**src/rtl/fp_round_pipe.sv**
```systemverilog
// Two-stage valid/ready rounder for the int-to-float converter. It rounds a normalised significand
// using the discarded low bits and a per-item mode, renormalises on carry, and saturates on overflow.
module fp_round_pipe #(
  parameter int unsigned EXP_W   = 3,
  parameter int unsigned FRAC_W  = 5,
  parameter int unsigned EXTRA_W = 3,
  parameter int unsigned CNT_W   = 8
) (
  input  logic               clk,
  input  logic               rst_n,
  input  logic               in_valid,
  output logic               in_ready,
  input  logic [EXP_W-1:0]   in_e,
  input  logic [FRAC_W-1:0]  in_f,
  input  logic [EXTRA_W-1:0] in_x,
  input  logic [1:0]         in_mode,
  output logic               out_valid,
  input  logic               out_ready,
  output logic [EXP_W-1:0]   out_e,
  output logic [FRAC_W-1:0]  out_f,
  output logic               out_ovf,
  input  logic               sat_clr,
  output logic [CNT_W-1:0]   sat_count
);

  logic              r_s1_valid;
  logic [EXP_W-1:0]  r_s1_e;
  logic [FRAC_W-1:0] r_s1_f;
  logic              r_s1_inc;
  logic              r_s2_valid;
  logic [EXP_W-1:0]  r_s2_e;
  logic [FRAC_W-1:0] r_s2_f;
  logic              r_s2_ovf;
  logic [CNT_W-1:0]  r_sat_count;

  logic              w_s1_load;
  logic              w_s2_load;
  logic              w_round;
  logic              w_sticky;
  logic              w_lsb;
  logic              w_inc;
  logic [FRAC_W:0]   w_sum;
  logic [EXP_W-1:0]  w_e2;
  logic [FRAC_W-1:0] w_f2;
  logic              w_ovf2;
  logic              w_sat_inc;

  assign w_s2_load = ~r_s2_valid | out_ready;
  assign w_s1_load = ~r_s1_valid | w_s2_load;
  assign in_ready  = w_s1_load;

  assign w_round = in_x[EXTRA_W-1];
  assign w_lsb   = in_f[0];

  if (EXTRA_W > 1) begin : g_sticky
    assign w_sticky = |in_x[EXTRA_W-2:0];
  end else begin : g_no_sticky
    assign w_sticky = 1'b0;
  end

  always_comb begin
    w_inc = 1'b0;
    unique case (in_mode)
      2'd0: w_inc = w_round;
      2'd1: w_inc = 1'b0;
      2'd2: w_inc = w_round & (w_sticky | w_lsb);
      2'd3: w_inc = w_round | w_sticky;
      default: w_inc = 1'b0;
    endcase
  end

  assign w_sum = {1'b0, r_s1_f} + {{FRAC_W{1'b0}}, r_s1_inc};

  // A carry out means the sum is exactly 1000..0 with an extra leading bit, so shift and bump e.
  always_comb begin
    w_e2   = r_s1_e;
    w_f2   = w_sum[FRAC_W-1:0];
    w_ovf2 = 1'b0;
    if (w_sum[FRAC_W]) begin
      if (&r_s1_e) begin
        w_e2   = '1;
        w_f2   = '1;
        w_ovf2 = 1'b1;
      end else begin
        w_e2 = r_s1_e + EXP_W'(1);
        w_f2 = w_sum[FRAC_W:1];
      end
    end
  end

  always_ff @(posedge clk or negedge rst_n) begin
    if (!rst_n) begin
      r_s1_valid <= 1'b0;
      r_s1_e     <= '0;
      r_s1_f     <= '0;
      r_s1_inc   <= 1'b0;
    end else if (w_s1_load) begin
      r_s1_valid <= in_valid;
      if (in_valid) begin
        r_s1_e   <= in_e;
        r_s1_f   <= in_f;
        r_s1_inc <= w_inc;
      end
    end
  end

  always_ff @(posedge clk or negedge rst_n) begin
    if (!rst_n) begin
      r_s2_valid <= 1'b0;
      r_s2_e     <= '0;
      r_s2_f     <= '0;
      r_s2_ovf   <= 1'b0;
    end else if (w_s2_load) begin
      r_s2_valid <= r_s1_valid;
      if (r_s1_valid) begin
        r_s2_e   <= w_e2;
        r_s2_f   <= w_f2;
        r_s2_ovf <= w_ovf2;
      end
    end
  end

  assign w_sat_inc = r_s2_valid & out_ready & r_s2_ovf;

  // Clear wins over a same-cycle increment; the count sticks at all-ones.
  always_ff @(posedge clk or negedge rst_n) begin
    if (!rst_n) begin
      r_sat_count <= '0;
    end else if (sat_clr) begin
      r_sat_count <= '0;
    end else if (w_sat_inc && !(&r_sat_count)) begin
      r_sat_count <= r_sat_count + CNT_W'(1);
    end
  end

  assign out_valid = r_s2_valid;
  assign out_e     = r_s2_e;
  assign out_f     = r_s2_f;
  assign out_ovf   = r_s2_ovf;
  assign sat_count = r_sat_count;

endmodule
```
**config.mk**
```make
export PLATFORM = sky130hd
export DESIGN_NAME = fp_round_pipe
export DESIGN_NICKNAME = d
export VERILOG_FILES = /design/src/rtl/fp_round_pipe.sv
export SDC_FILE = /design/constraint.sdc
export NUM_CORES = 1
export LEC_CHECK = 0
export CAP_MARGIN = 20
export CORE_MARGIN = 4
export CORE_UTILIZATION = 35
export DETAILED_ROUTE_END_ITERATION = 10
export SYNTH_ARGS = -nofsm -noshare
export SYNTH_HDL_FRONTEND = slang
export SYNTH_SLANG_ARGS = --single-unit
```
**constraint.sdc**
```tcl
create_clock -name clk -period 4.7 [get_ports clk]
set_clock_uncertainty 0.15 [all_clocks]
set_input_delay 0.47 -clock clk [delete_from_list [all_inputs] [get_ports clk]]
set_output_delay 0.47 -clock clk [all_outputs]
set_load 0.01 [all_outputs]
```
=== Word-level counts from Yosys, hierarchy flattened ===
Cells that the tools add are included.

* Input port bits: 18
* Logic and storage cells: 42
* Bits in registers: 28
* Output and inout bits: 19

* Muxes and demuxes: 9
* Add/sub/neg operators: 3
* Reduce and logical (&&, ||, !) cells: 9
* Equality and inequality tests: 3
* Bitwise gates (word level): 9

{| class="wikitable"
|+ Operator list
! cell !! number
|-
| 2-to-1 mux 8 bit || 2
|-
| adder 8 x 1 -> 8 bit, second input constant || 1
|-
| AND reduction 8 bit || 1
|-
| adder 5 x 1 -> 6 bit || 1
|-
| 2-to-1 mux 3 bit || 2
|-
| 2-to-1 mux 5 bit || 1
|-
| equality test 2 bit, second input constant || 2
|-
| 2-to-1 mux 4 bit || 1
|-
| bitwise OR 1 bit || 4
|-
| case mux 1 bit (4 select lines) || 1
|-
| AND reduction 2 bit || 2
|-
| adder 3 x 1 -> 3 bit, second input constant || 1
|-
| bitwise AND 1 bit || 3
|-
| AND reduction 3 bit || 1
|-
| equality test 2 x 1 -> 1 bit, second input constant || 1
|-
| logical NOT 2 bit || 1
|-
| 2-to-1 mux 1 bit || 2
|-
| inverter 1 bit || 2
|-
| nonzero test 2 bit || 1
|-
| OR reduction 2 bit || 1
|-
| logical AND 1 bit || 1
|-
| logical NOT 1 bit || 1
|}

=== Logic depth before layout (Yosys ltp) ===
Gate-level depths: netlist of the first run.

* Word-level depth: 5
* Gate-level depth with buffers: 5
* Mapped depth without buffers: 4

=== Worst setup path after synthesis of the first run ===
Ideal clock, no wire load.

* Path type: reg2reg
* Start: register r_sat_count[0], in the netlist sat_count[0]
* End: register r_sat_count[0], in the netlist sat_count[0]
* Path slack: 2.993 ns
* Data arrival time: 1.432 ns
* Library setup time: 0.125 ns
* Clock period less this slack: 1.707 ns
* Buffers on the path: 0
* Data required time: 4.425 ns
* Stages on the path, launching flop included: 5
* Cell sequence: dfrtp_1 -> ha_1 -> and4_1 -> a21oi_1 -> mux2_2

* Word-level cells in the longest chain between the ends: 4
* Elaborated cells on any way between the ends: 7
* Those cells by class: add/sub (1); mux (2); reduce/logical (4)

{| class="wikitable"
|+ Ends and longest elaborated chain
! what !! RTL line !! text
|-
| start: declaration || 34 || <nowiki>logic [CNT_W-1:0] r_sat_count;</nowiki>
|-
| start signal: assignment || 132 || <nowiki>r_sat_count <= r_sat_count + CNT_W'(1);</nowiki>
|-
| branches (longest 4 deep; another with adder 8 x 1 -> 8 bit) || -- ||
|}

Several ways; the timed one is not identified. The select of a mux whose other input is x is not followed.
A chain may end at the register's enable or synchronous reset.

=== Worst setup path in the final report of the first run ===
* Start: input out_ready
* End: output in_ready

* Word-level cells in the longest chain between the ends: 2

{| class="wikitable"
|+ Ends and longest elaborated chain
! what !! RTL line !! text
|-
| start: declaration || 18 || <nowiki>input logic out_ready,</nowiki>
|-
| bitwise OR 1 bit || 48 || <nowiki>assign w_s2_load = ~r_s2_valid | out_ready;</nowiki>
|-
| bitwise OR 1 bit || 49 || <nowiki>assign w_s1_load = ~r_s1_valid | w_s2_load;</nowiki>
|-
| end: declaration || 12 || <nowiki>output logic in_ready,</nowiki>
|}

No other way between the ends.

==> flow_summary.ini, run 1 <==
[grt]
grt_start_max_net_pins = 29
grt-ovfl-total = 0
grt_use_met3_pct = 2.63
grt_antenna_before_repair = 0
met2_usage_pct = 21.0
grt_pass1_wl_um = 5270
grt_pass1_vias = 1200
busiest_layer = met2
gr-usage-met1_pct = 15.6
grtUsageTotal_pct = 12.6

[synth]
synth_top_family_by_area = simple AND/OR/NAND/NOR gates
yosys.area.top_type = dfrtp_1
postSynthCellCount = 136
synth_area_um2 = 1450
synth.mux.area_fraction_pct = 8.48
yosys.area_share.adder_pct = 3.46
synth-compound-area-share_pct = 18.3
yosys.area_share.simple_pct = 18.5
synth_cell_types = 41
syn_area_per_cell_um2 = 10.6
synth_top_flop_cell = dfrtp_1
yosys.area.top_type_share_pct = 48.4
synth.yosys.seq_area_share_pct = 48.4
ys_seq_elements = 28
synth_nets = 158
synth_xor_area_share_pct = 0.606
ys_top_cells_by_count = dfrtp_1 (28), o21ai_0 (12), a21oi_1 (11)
yosysWarnings = 0
synth_top_cells_by_area = dfrtp_1 (48%), mux2_2 (7.8%), o21ai_0 (4.2%)
synth-edff-count = 0
yosysMostFrequentCell = dfrtp_1
synth-async-reset-ratio_pct = 100

[power]
vdd_ir_drop_max_mv = 0.118
p_per_area_nw_per_um2 = 296
leakage_nw = 0.767

[clock_tree]
clock_latency_ns = 0.27
ctsHoldBuffers = 0
clockRootBuffer = clkbuf_8
cts_setup_buffers = 0
clock_path_buffers = 2
cts_resized = 0
numCtsBuffers = 3
path_clk_slew_ns = 0.08
cts_tree = yes
htree_levels = 1
cts_sinks = 28

[sta]
fmax_mhz = 418
rsz0062_at_grt = no
whs_ns = 0.364
finalHoldViolations = 0
fin_crit_ns = 2.39
slew_headroom_pct = 64.0
setup_tns_ns = 0
tightest_slew_ns = 0.539
fin_crit_sh_pct = 50.8
drv_slew = 0
finalSetupViolCount = 0

[worst_setup_path]
cp-start-kind = input port
rr_worst_depth = 4
path_max_fanout = 5
worst_ep_required_time_ns = 4.08
cp_cell_sequence = clkdlybuf4s50_1, nand3b_1, clkdlybuf4s50_1
crit_arrival_ns = 1.77
worstSetupPathType = input port to output pin
max_stage_delay_ns = 0.57
endpoint_kind = output pin
critPathSlowestCell = clkdlybuf4s50_1
crit_path_frequent_cell = clkdlybuf4s50_1

[detailed_routing]
wl_per_cell_um = 13.7
drc = 0
vias = 1223
drt-vias-per-instance = 5.51
drtAntennaViolNets = 0
first_pass_iters = 4
totalWireLength_um = 3040
drtIter0Drc = 56

[die]
rows = 23
core_area_um2 = 4000
die_w_um = 72.3
die_h_um = 72.3
die_area_um2 = 5230
start_util_pct = 36.2
io_pins = 37

[placement]
gp_routability_congestion = 0.762
dpl.cell_count = 219
io_buffer_count = 36
dpl.hpwl_um = 2360

[worst_hold_path]
holdPathStages = 2
min_path_type = flip-flop to flip-flop

[cells_and_area]
drive_gt1_share_pct = 11.0
syn2layout_area_growth_pct = 31.1
finish.net_count = 196
utilization_pct = 47.4
num_antenna_cells = 0
seqCellArea_um2 = 701
multi_input_area_um2 = 713
filler_cell_count = 375
final_cells = 222

[flow_run]
maxCapViolations = 0

[run_status]
outcome = finished, final reports clean
==> worst paths after layout <==
kind,slack [ns],end,from
max in group asynchronous,3.71,r_s1_e[2],rst_n
worst min register to register,0.36,out_f[4],out_f[4]
min in group asynchronous,0.43,sat_count[7],rst_n
worst max-delay path,2.31,in_ready,out_ready
worst min-delay path,0.36,out_f[4],out_f[4]
worst max register to register,2.95,sat_count[0],sat_count[0]
==> sequential cells by signal, summed over array words and instances (netlist names) <==
| register | cells |
|---|---|
| r_s1_valid | 1 |
| r_s1_e | 3 |
| out_valid | 1 |
| out_ovf | 1 |
| sat_count | 8 |
| out_f | 5 |
| out_e | 3 |
| r_s1_inc | 1 |
| r_s1_f | 5 |
==> logic make-up after synthesis <==
logic type / count (synthesis)
simple gates: 43
compound gates: 42
flops: 28
mux: 11
buf+inv: 7
fa+ha+maj: 4
xor+xnor: 1
==> per-layer routing <==
layer / part of all wire (%) / up-vias
li1: - / 594
met1: 43 / 582
met2: 49 / 40
met3: 6.2 / 7
met4: 1.9 / 0
met5: 0 / -
==> cells in the final DEF (no fill, tap or decap), drive strengths merged, types with 4 or more instances in the layout <==
cell type	count
nor3	4
clkdlybuf4s50	36
and3	6
o31ai	6
dfrtp	28
mux2	10
o21ai	12
a21oi	11
nand3	4
nand2	6
ha	4
==> final cells by class <==
| cell class | instances | share of cell area (%) |
|---|---|---|
| multi-input combinational | 101 | 37.6 |
| tap | 50 | 3.30 |
| sequential | 28 | 36.9 |
| clock buffer | 3 | 2.18 |
| timing repair buffer | 37 | 19.4 |
| inverter | 3 | 0.594 |
==> worst max-delay path, delay by kind of cell <==
family | cells | cell delay [ns]
buffers and inverters | 2 | 1.09
AND/OR/NAND/NOR | 1 | 0.21
==> per-stage QoR <==
| step | setup WS [ns] | total power (W) | cell area (µm²) |
|---|---|---|---|
| detailed placement | 2.30 | 0.000441 | 1860 |
| floorplan | 2.99 | 0.000365 | 1450 |
| finish | 2.31 | 0.000561 | 1900 |
| global placement | 2.31 | 0.000436 | 1860 |
| global route | 2.23 | 0.000596 | 1900 |
| CTS | 2.29 | 0.000570 | 1900 |
==> power breakdown <==
| part | total, W | internal, W | switching, W |
|---|---|---|---|
| combinational | 0.000139 | 0.0000780 | 0.0000608 |
| sequential | 0.000295 | 0.000271 | 0.0000239 |
| clock | 0.000127 | 0.0000575 | 0.0000695 |
Note: power is estimated with default switching activity, not from simulation.
==> inputs of run 2 (changes only) <==
Clock period 4.7 ns to 2.2 ns, I/O delays scaled along.
==> run 2 against run 1 <==
  * Sequential cell count did not move
  * Global-route usage rose by 0.076 points
  * Routed wire length rose by 1.1%
  * Power rose by 110%
  * Worst setup slack got worse by 2.0 ns
  * Via count fell by 2.4%
  * Cell count did not move
  * Critical path depth did not move
  * Combinational power rose by 110%
==> flow_summary.ini, run 2 (synthesis gave the netlist of run 1 again) <==
[sta]
tightest_slew_ns = 0.517
fmax_mhz = 523
fin_crit_sh_pct = 86.9
fin_crit_ns = 1.91
setup_ws_ns = 0.289
rsz0062_at_grt = no
drv_slew = 0
setup_tns_ns = 0
slew_headroom_pct = 65.5
finalHoldViolations = 0
whs_ns = 0.172
finalSetupViolCount = 0

[clock_tree]
htree_levels = 1
cts_sinks = 28
clock_latency_ns = 0.27
path_clk_slew_ns = 0.09
clock_path_buffers = 2
clockRootBuffer = clkbuf_8
cts_tree = yes
cts_resized = 0
ctsHoldBuffers = 0
cts_setup_buffers = 0
numCtsBuffers = 3

[cells_and_area]
num_antenna_cells = 0
finish.net_count = 196
final_common_cell = clkdlybuf4s50_1
drive_gt1_share_pct = 11.0
largest_reg_flops = 8
final_cells = 222
filler_cell_count = 390
final_cell_mix = clkdlybuf4s50_1 (36), dfrtp_1 (28), o21ai_0 (12), a21oi_1 (11), mux2_2 (10)
syn2layout_area_growth_pct = 31.1

[die]
io_pins = 37
start_util_pct = 36.2
core_area_um2 = 4000
die_h_um = 72.3
die_w_um = 72.3
rows = 23
die_area_um2 = 5230

[detailed_routing]
drt-vias-per-instance = 5.38
drc = 0
vias = 1194
drtIter0Drc = 58
first_pass_iters = 4
totalWireLength_um = 3070
drtAntennaViolNets = 0
wl_per_cell_um = 13.8

[worst_setup_path]
worstSetupPathType = input port to output pin
critPathSlowestCell = clkdlybuf4s50_1
cp_cell_sequence = clkdlybuf4s50_1, nand3b_1, clkdlybuf4s50_1
path_max_fanout = 5
worst_ep_required_time_ns = 1.83
max_stage_delay_ns = 0.57
path_buf_inv = 2
cp-start-kind = input port
ff2ff_setup_slack_ns = 0.43
crit_arrival_ns = 1.54
crit_path_frequent_cell = clkdlybuf4s50_1
critPathTopFamily = buffers and inverters
endpoint_kind = output pin

[grt]
grt_start_max_net_pins = 29
grt_pass1_vias = 1218
grt_antenna_before_repair = 0
grt_pass1_wl_um = 5340
grt-ovfl-total = 0
grtUsageTotal_pct = 12.7

[placement]
io_buffer_count = 36
dpl.hpwl_um = 2390
place_ws_ns = 0.302
dpl.cell_count = 219
gp_routability_congestion = 0.772

[power]
p_per_area_nw_per_um2 = 634
leakage_nw = 0.767
p_total_w = 0.00120
vdd_ir_drop_max_mv = 0.270

[flow_run]
maxCapViolations = 0

[worst_hold_path]
min_path_type = input port to async pin

[run_status]
outcome = finished, final reports clean
[run 2: cell counts in the layout (fill, tap and decap cells not counted)]
Identical to the previous run, type by type.
[run 2: where the power goes]
| part | switching, W | internal (W) | total [W] |
|---|---|---|---|
| Clock | 0.000153 | 0.000123 | 0.000276 |
| Combinational | 0.000131 | 0.000166 | 0.000297 |
| Sequential | 0.0000508 | 0.000578 | 0.000629 |
| Total | 0.000335 | 0.000868 | 0.00120 |
[run 2: final cells by class]
class,instances,area (µm²),area share [%]
multi-input cells,101,713,37.6
flip-flops and latches,28,701,36.9
repair buffers,37,368,19.4
well taps,50,62.6,3.30
clock buffers,3,41.3,2.18
inverters,3,11.3,0.594
[run 2: stage by stage]
step / area (µm²) / utilization, %
2_1_floorplan: 1450 / -
3_3_place_gp: 1860 / 46.4
3_5_place_dp: 1860 / 46.4
4_1_cts: 1900 / 47.4
5_1_grt: 1900 / 47.4
6_report: 1900 / 47.4
[run 2: final timing paths]
kind / startpoint / depth (start not counted) / endpoint
max: out_ready / 3 / in_ready
min: rst_n / 2 / sat_count[1]
max reg2reg: sat_count[0] / 4 / sat_count[0]
min reg2reg: out_e[2] / 2 / out_e[2]
max in group asynchronous: rst_n / 2 / r_s1_f[3]
min in group clk: out_e[2] / 2 / out_e[2]
[run 2: metal layers]
layer | share of wire, % | GRT usage [%] | vias to the layer above
met5 | 0 | 0 | -
met4 | 0.81 | 3.76 | 0
met3 | 4.8 | 2.22 | 4
met2 | 50 | 22.6 | 28
met1 | 45 | 15.5 | 568
li1 | - | - | 594
